===== src/rtl/lsu.sv =====
`default_nettype none
// ============================================================================
// Module      : lsu
// Description : Single-outstanding RV32I load/store unit with a req/gnt data bus.
// Revision    : 1.0 - initial release
// ============================================================================
module lsu #(
  parameter int XLEN = 32
) (
  input  logic            clk,
  input  logic            rst,
  input  logic            in_valid,
  output logic            in_ready,
  input  logic [XLEN-1:0] in_addr,
  input  logic [XLEN-1:0] in_wdata,
  input  logic            in_wen,
  input  logic [2:0]      in_funct3,
  output logic            out_valid,
  input  logic            out_ready,
  output logic [XLEN-1:0] out_rdata,
  output logic            out_err,
  output logic            bus_req,
  input  logic            bus_gnt,
  output logic            bus_we,
  output logic [XLEN-1:0] bus_addr,
  output logic [XLEN-1:0] bus_wdata,
  output logic [3:0]      bus_wstrb,
  input  logic            bus_rvalid,
  input  logic [XLEN-1:0] bus_rdata,
  input  logic            bus_err
);

  localparam logic [1:0] S_IDLE = 2'd0;
  localparam logic [1:0] S_REQ  = 2'd1;
  localparam logic [1:0] S_WAIT = 2'd2;
  localparam logic [1:0] S_RESP = 2'd3;

  logic [1:0]      r_state;
  logic [1:0]      w_next;
  logic [1:0]      r_addr_lo;
  logic [2:0]      r_funct3;
  logic            r_wen;
  logic            r_bus_we;
  logic [XLEN-1:0] r_bus_addr;
  logic [XLEN-1:0] r_bus_wdata;
  logic [3:0]      r_bus_wstrb;
  logic [XLEN-1:0] r_rdata;
  logic            r_err;

  logic            w_accept;
  logic            w_f3_ok;
  logic            w_misaligned;
  logic            w_legal;
  logic [3:0]      w_wstrb;
  logic [XLEN-1:0] w_wdata;
  logic            w_capture;
  logic [7:0]      w_byte;
  logic [15:0]     w_half;
  logic [XLEN-1:0] w_load;

  assign w_accept = in_valid && (r_state == S_IDLE);

  // Decode legality of the op presented on the input port
  always_comb begin
    w_f3_ok = 1'b0;
    if (in_wen) begin
      w_f3_ok = (in_funct3 == 3'b000) || (in_funct3 == 3'b001) || (in_funct3 == 3'b010);
    end else begin
      w_f3_ok = (in_funct3 == 3'b000) || (in_funct3 == 3'b001) || (in_funct3 == 3'b010) ||
                (in_funct3 == 3'b100) || (in_funct3 == 3'b101);
    end
  end

  always_comb begin
    w_misaligned = 1'b0;
    case (in_funct3[1:0])
      2'b01:   w_misaligned = in_addr[0];
      2'b10:   w_misaligned = (in_addr[1:0] != 2'b00);
      default: w_misaligned = 1'b0;
    endcase
  end

  assign w_legal = w_f3_ok && !w_misaligned;

  always_comb begin
    w_wstrb = 4'b1111;
    w_wdata = in_wdata;
    case (in_funct3[1:0])
      2'b00: begin
        w_wstrb = 4'b0001 << in_addr[1:0];
        w_wdata = {4{in_wdata[7:0]}};
      end
      2'b01: begin
        w_wstrb = 4'b0011 << in_addr[1:0];
        w_wdata = {2{in_wdata[15:0]}};
      end
      default: begin
        w_wstrb = 4'b1111;
        w_wdata = in_wdata;
      end
    endcase
  end

  // Response is taken either on a combined grant+response or while waiting
  assign w_capture = ((r_state == S_REQ) && bus_gnt && bus_rvalid) ||
                     ((r_state == S_WAIT) && bus_rvalid);

  assign w_byte = 8'(bus_rdata >> {r_addr_lo, 3'b000});
  assign w_half = r_addr_lo[1] ? bus_rdata[31:16] : bus_rdata[15:0];

  always_comb begin
    w_load = bus_rdata;
    case (r_funct3)
      3'b000:  w_load = {{24{w_byte[7]}}, w_byte};
      3'b100:  w_load = {24'd0, w_byte};
      3'b001:  w_load = {{16{w_half[15]}}, w_half};
      3'b101:  w_load = {16'd0, w_half};
      default: w_load = bus_rdata;
    endcase
  end

  always_ff @(posedge clk) begin
    if (rst) begin
      r_state <= S_IDLE;
    end else begin
      r_state <= w_next;
    end
  end

  always_comb begin
    w_next = r_state;
    case (r_state)
      S_IDLE: begin
        if (in_valid) begin
          w_next = w_legal ? S_REQ : S_RESP;
        end
      end
      S_REQ: begin
        if (bus_gnt) begin
          w_next = bus_rvalid ? S_RESP : S_WAIT;
        end
      end
      S_WAIT: begin
        if (bus_rvalid) begin
          w_next = S_RESP;
        end
      end
      S_RESP: begin
        if (out_ready) begin
          w_next = S_IDLE;
        end
      end
      default: w_next = S_IDLE;
    endcase
  end

  always_comb begin
    in_ready  = 1'b0;
    bus_req   = 1'b0;
    out_valid = 1'b0;
    case (r_state)
      S_IDLE:  in_ready  = 1'b1;
      S_REQ:   bus_req   = 1'b1;
      S_RESP:  out_valid = 1'b1;
      default: begin
        in_ready  = 1'b0;
        bus_req   = 1'b0;
        out_valid = 1'b0;
      end
    endcase
  end

  always_ff @(posedge clk) begin
    if (rst) begin
      r_addr_lo   <= 2'd0;
      r_funct3    <= 3'd0;
      r_wen       <= 1'b0;
      r_bus_we    <= 1'b0;
      r_bus_addr  <= '0;
      r_bus_wdata <= '0;
      r_bus_wstrb <= 4'd0;
      r_rdata     <= '0;
      r_err       <= 1'b0;
    end else if (w_accept) begin
      r_addr_lo <= in_addr[1:0];
      r_funct3  <= in_funct3;
      r_wen     <= in_wen;
      r_rdata   <= '0;
      if (w_legal) begin
        r_bus_we    <= in_wen;
        r_bus_addr  <= {in_addr[XLEN-1:2], 2'b00};
        r_bus_wdata <= in_wen ? w_wdata : '0;
        r_bus_wstrb <= in_wen ? w_wstrb : 4'd0;
        r_err       <= 1'b0;
      end else begin
        // Rejected ops never reach the bus, so its outputs are parked at zero
        r_bus_we    <= 1'b0;
        r_bus_addr  <= '0;
        r_bus_wdata <= '0;
        r_bus_wstrb <= 4'd0;
        r_err       <= 1'b1;
      end
    end else if (w_capture) begin
      r_err   <= bus_err;
      r_rdata <= (bus_err || r_wen) ? '0 : w_load;
    end
  end

  assign bus_we    = r_bus_we;
  assign bus_addr  = r_bus_addr;
  assign bus_wdata = r_bus_wdata;
  assign bus_wstrb = r_bus_wstrb;
  assign out_rdata = r_rdata;
  assign out_err   = r_err;

endmodule
`default_nettype wire


===== config.mk =====
export PLATFORM = sky130hd
export DESIGN_NAME = lsu
export DESIGN_NICKNAME = d
export VERILOG_FILES = /design/src/rtl/lsu.sv
export SDC_FILE = /design/constraint.sdc
export NUM_CORES = 1
export LEC_CHECK = 0
export BUFFER_PORTS_ARGS = -buffer_cell sky130_fd_sc_hd__buf_2
export CAP_MARGIN = 10
export CORE_ASPECT_RATIO = 1.2
export CORE_MARGIN = 10
export CORE_UTILIZATION = 45
export CTS_CLUSTER_DIAMETER = 80
export CTS_CLUSTER_SIZE = 25
export DETAILED_ROUTE_END_ITERATION = 7
export GPL_ROUTABILITY_DRIVEN = 1
export HOLD_SLACK_MARGIN = 0.15
export PLACE_DENSITY = 0.77
export REMOVE_ABC_BUFFERS = 1
export SETUP_SLACK_MARGIN = 0.05
export SYNTH_ARGS = -nofsm -noshare
export SYNTH_HDL_FRONTEND = slang
export SYNTH_SLANG_ARGS = --single-unit

===== constraint.sdc =====
create_clock -name clk -period 2.6 [get_ports clk]
set_input_delay 0.52 -clock clk [delete_from_list [all_inputs] [get_ports clk]]
set_output_delay 0.52 -clock clk [all_outputs]
set_load 0.1 [all_outputs]

### Yosys cells after proc, flatten, opt, wreduce, memory -nomap -nowiden

Index checks and enable logic that the tools add are counted.

* equality and inequality tests: 16
* shifts and indexed selects: 3
* multiplexer cells: 26
* reduce and logical (&&, ||, !) cells: 20

Operators by type and width (number)
* 32-bit two-way mux: 4
* 32-bit case mux with 4 select lines: 1
* 32-bit case mux with 2 select lines: 1
* 32-bit by 5-bit right shift with 8-bit output: 1
* 16-bit two-way mux: 1
* 3-bit == test, second input constant: 4
* 2-bit two-way mux: 5
* 1-bit two-way mux: 9
* 4-bit two-way mux: 2
* 2-bit inequality test, second input constant: 4
* 2-bit case mux with 4 select lines: 1
* 4-bit case mux with 2 select lines: 1
* 2-bit == test, second input constant: 3
* 3-bit by 1-bit == test with 1-bit output, second input constant: 2
* 3-bit logical NOT: 2
* 1-bit logical OR: 6
* 1-bit logical AND: 5
* 2-bit by 1-bit == test with 1-bit output, second input constant: 2
* 2-bit logical NOT: 2
* 4-bit AND reduction: 1
* 2-bit nonzero test: 2
* 1-bit by 2-bit left shift with 4-bit output, first input constant: 1
* 2-bit by 2-bit left shift with 4-bit output, first input constant: 1
* 3-bit by 2-bit == test with 1-bit output, second input constant: 1
* 3 further kinds: 3

* flip-flop bits (word level): 110
* input bits: 107
* output and inout bits: 105
* word-level logic and storage cells: 75

### Longest topological paths before layout

* depth after elaboration: 10
* mapped depth: 10
* depth with buffers taken out: 6

### Least setup slack after synthesis

Ideal clock, no wire load.

* path kind: reg-to-reg
* start point: register r_state[0]
* end point: register r_rdata[18], in the netlist out_rdata[18]
* library setup time: 0.118 ns
* arrival time: 2.480 ns
* required time: 2.482 ns
* path slack: 0.002 ns
* stages on the path, launching flop included: 11
* path buffers: 4
* period minus slack after synthesis: 2.598 ns
* cell sequence: dfxtp_1 > inv_1 > ha_1 > buf_2 > and2_1 > buf_2 > nor2_2 > and2_1 > clkbuf_1 > buf_2 > a22o_1

* cells in the longest elaborated chain, start to end: 4
* elaborated cells between the ends (all ways): 9
* classes of those cells: eq/ne (2); reduce/logical (7)

Ends and longest elaborated chain
* start: declaration: RTL line 38 `logic [1:0] r_state;`
* start signal: assignment: RTL line 126 `r_state <= w_next;`
* 2-bit by 1-bit == test with 1-bit output: RTL line 105 `assign w_capture = ((r_state == S_REQ) && bus_gnt && bus_rvalid) ||`
* 1-bit logical AND (2 in a row): RTL line 105
* 1-bit logical OR: RTL line 105
* end signal: assignment: RTL line 205 `r_rdata <= (bus_err || r_wen) ? '0 : w_load;`
* end: declaration: RTL line 47 `logic [XLEN-1:0] r_rdata;`

Several ways; a longest one is shown, not always the timed one.
A chain may end at the register's enable or synchronous reset.

### Final worst setup path

* start point: register r_state[0]
* end point: register r_rdata[7], in the netlist out_rdata[7]

Same word-level chain as after synthesis.

==> run summary <==
status: complete, no violations
Final Non-Filler Cells: 806
Post-CTS Resized: 0
first-pass GRT wire length: 24000 um
CP Data Arrival Time: 2.53 ns
type of element capturing the critical path: flip-flop
die area: 0.0148 mm2
Final HPWL DP: 11300 um
FP Rows: 40
Max Fclk: 441 MHz
ys flop type: dfxtp_1
DRT iter0 DRCs: 211
clk buf depth: 2
Die Wd: 113 um
launch point of the critical path: r_state[0]
Yosys reg bits: 108
Starting Density: 46.1%
via count: 4471
Post-DP Area: 0.00572 mm2
number of placed cells counting well taps: 791
CTS buffer count: 9
post-synth cell types: 49
register area share after synthesis: 46.7%
Post-synth EDFFs: 0
leading area contributor after synthesis: dfxtp_1
Max Slew Vio Count: 0
Cells after Synth: 488
Max Clock Skew: 0.0126 ns
TritonRoute pass-1 iters: 4
Post-CTS Setup Inserts: 0
Pint: 2.94 mW
DRC: 0
Avg Inst Size Synth: 9.50 um2
sequential share of power: 37.2%
clk sinks: 108
Comb power frac: 35.6%
Port Buffer Count: 209
Sw Pwr: 2.04 mW
Clk network pwr share: 27.2%
final setup fails: 0
final-report hold violation count: 0
hold_buf cts: 0
most frequent cells in the layout: buf_2 (209), dfxtp_1 (108), a22o_1 (66), nand2_1 (50), o21ai_0 (42)
Synth area leaders: dfxtp_1 (47%), a22o_1 (12%), o21ai_0 (4.5%), nand2_1 (4.0%), a21oi_1 (3.0%)
Req. time, crit path: 2.87 ns
relative slew slack: 33.9%
IO Count: 212
share of synthesized flip-flops with an asynchronous set or reset: 0%
Final ANT Viol Nets: 0
crit path kind: reg -> reg
Vias/cell: 5.55
layout cells sized above 1: 35.6%
commonest non-fill, non-tap cell in the layout: buf_2
Least-Margin Pin Slew: 0.988 ns
Core Footprint: 0.0101 mm2
clk slew on worst S/H paths: 0.07 ns
RSZ-0062 raised after global routing: no
Static Leak: 2.81 nW
HP Class: in -> reg
number of warnings issued by yosys: 0
routability cong.: 0.832
initial antenna violation count: 1
Tot GR Track Use: 19.3%
Max FO, Critical Path: 16
worst hold slack: 0.382 ns
worst skew pair latency: 0.34 ns
largest net degree at the start of global routing: 68
sw frac: 41.0%
Sum Neg Setup Slack: 0 ns
total gr overflow: 0
Critical Path Start Type: flip-flop
Util after Layout: 59.8%
Synth Cell Area: 0.00463 mm2
cell area after layout: 0.00601 mm2
Die Ht: 131 um
period utilization: 87.2%
Synth top area share: 46.7%
CTS tree: yes
pre-CTS WS: 0.178 ns
total power: 4.99 mW
Layout Area Growth over Synthesis: 29.8%
nets: 790
Reg2Reg Launch Point: r_state[0]
Max-Cap Viols: 0
min Tclk post-route: 2.27 ns
H-tree depth: 3
PD cells: 829 mW/mm2
post-route setup slack: 0.332 ns
vias in the first global route: 4670
WL per Instance: 18.3 um
IR drop worst, VDD: 0.000411 V
Post-Route WL: 14800 um
hold_sp: in_addr[12]
root buf cell: clkbuf_16
## registers in the layout, indices dropped and copies added (netlist names)
signal,flops
bus_addr,30
bus_wdata,32
bus_we,1
bus_wstrb,4
out_err,1
out_rdata,32
r_addr_lo,2
r_funct3,3
r_state,2
r_wen,1
## critical path: stages, from the launching register on
cell       delay [ns]
dfxtp_1          0.39
inv_1            0.11
ha_1             0.31
a2111oi_2        0.36
and3_1           0.61
o311ai_0         0.25
o2bb2ai_1        0.17
## worst paths after layout
| check | endpoint | slack, ns | cells after the start |
|---|---|---|---|
| worst max-delay path | out_rdata[7] | 0.33 | 6 |
| worst min-delay path | bus_addr[12] | 0.38 | 2 |
| worst max register to register | out_rdata[7] | 0.33 | 6 |
| worst min register to register | bus_we | 0.45 | 2 |
## cell usage after synthesis (all sizes together) (3+ instances only)
| cell type | instances |
|---|---|
| ha | 7 |
| or3 | 6 |
| inv | 16 |
| dfxtp | 108 |
| nand2 | 51 |
| nand3 | 5 |
| buf | 21 |
| nor2b | 4 |
| mux2i | 12 |
| nand2b | 21 |
| nor2 | 10 |
| clkbuf | 21 |
| a21oi | 28 |
| o21ai | 42 |
| o211ai | 8 |
| o2bb2ai | 9 |
| a32o | 7 |
| a22oi | 8 |
| a22o | 66 |
| and2 | 3 |
| nand3b | 6 |
## cell families after synthesis
family / share of synthesized area (%)
other: 0.0809
AOI/OAI and AO/OA: 29.6
DFF: 46.7
adders and majority gates: 1.89
muxes: 3.81
buffers and inverters: 5.59
and+or+nand+nor: 12.4
## cell type report
type	instances	area [um2]
clock inverters	3	46.3
flip-flops and latches	108	2160
fillers	897	4050
multi-input cells	323	2230
inverters	16	60.1
well taps	126	158
repair buffers	218	1110
clock buffers	11	243
diodes	1	2.50
## metal layers
| layer | GRT usage [%] | part of all wire, % |
|---|---|---|
| met5 | 0 | 0 |
| met4 | 5.93 | 0.58 |
| met3 | 9.52 | 12 |
| met2 | 31.2 | 48 |
| met1 | 21.8 | 40 |
## power by group through the flow
stage	sequential, mW	combinational, mW	clock [mW]
floorplan	2.56	0.690	0
global placement	1.88	1.74	0
detailed placement	1.89	1.77	0
CTS	1.85	1.78	1.39
global route	1.87	1.89	1.46
finish	1.86	1.78	1.36
(Power assumes the default switching activity.)
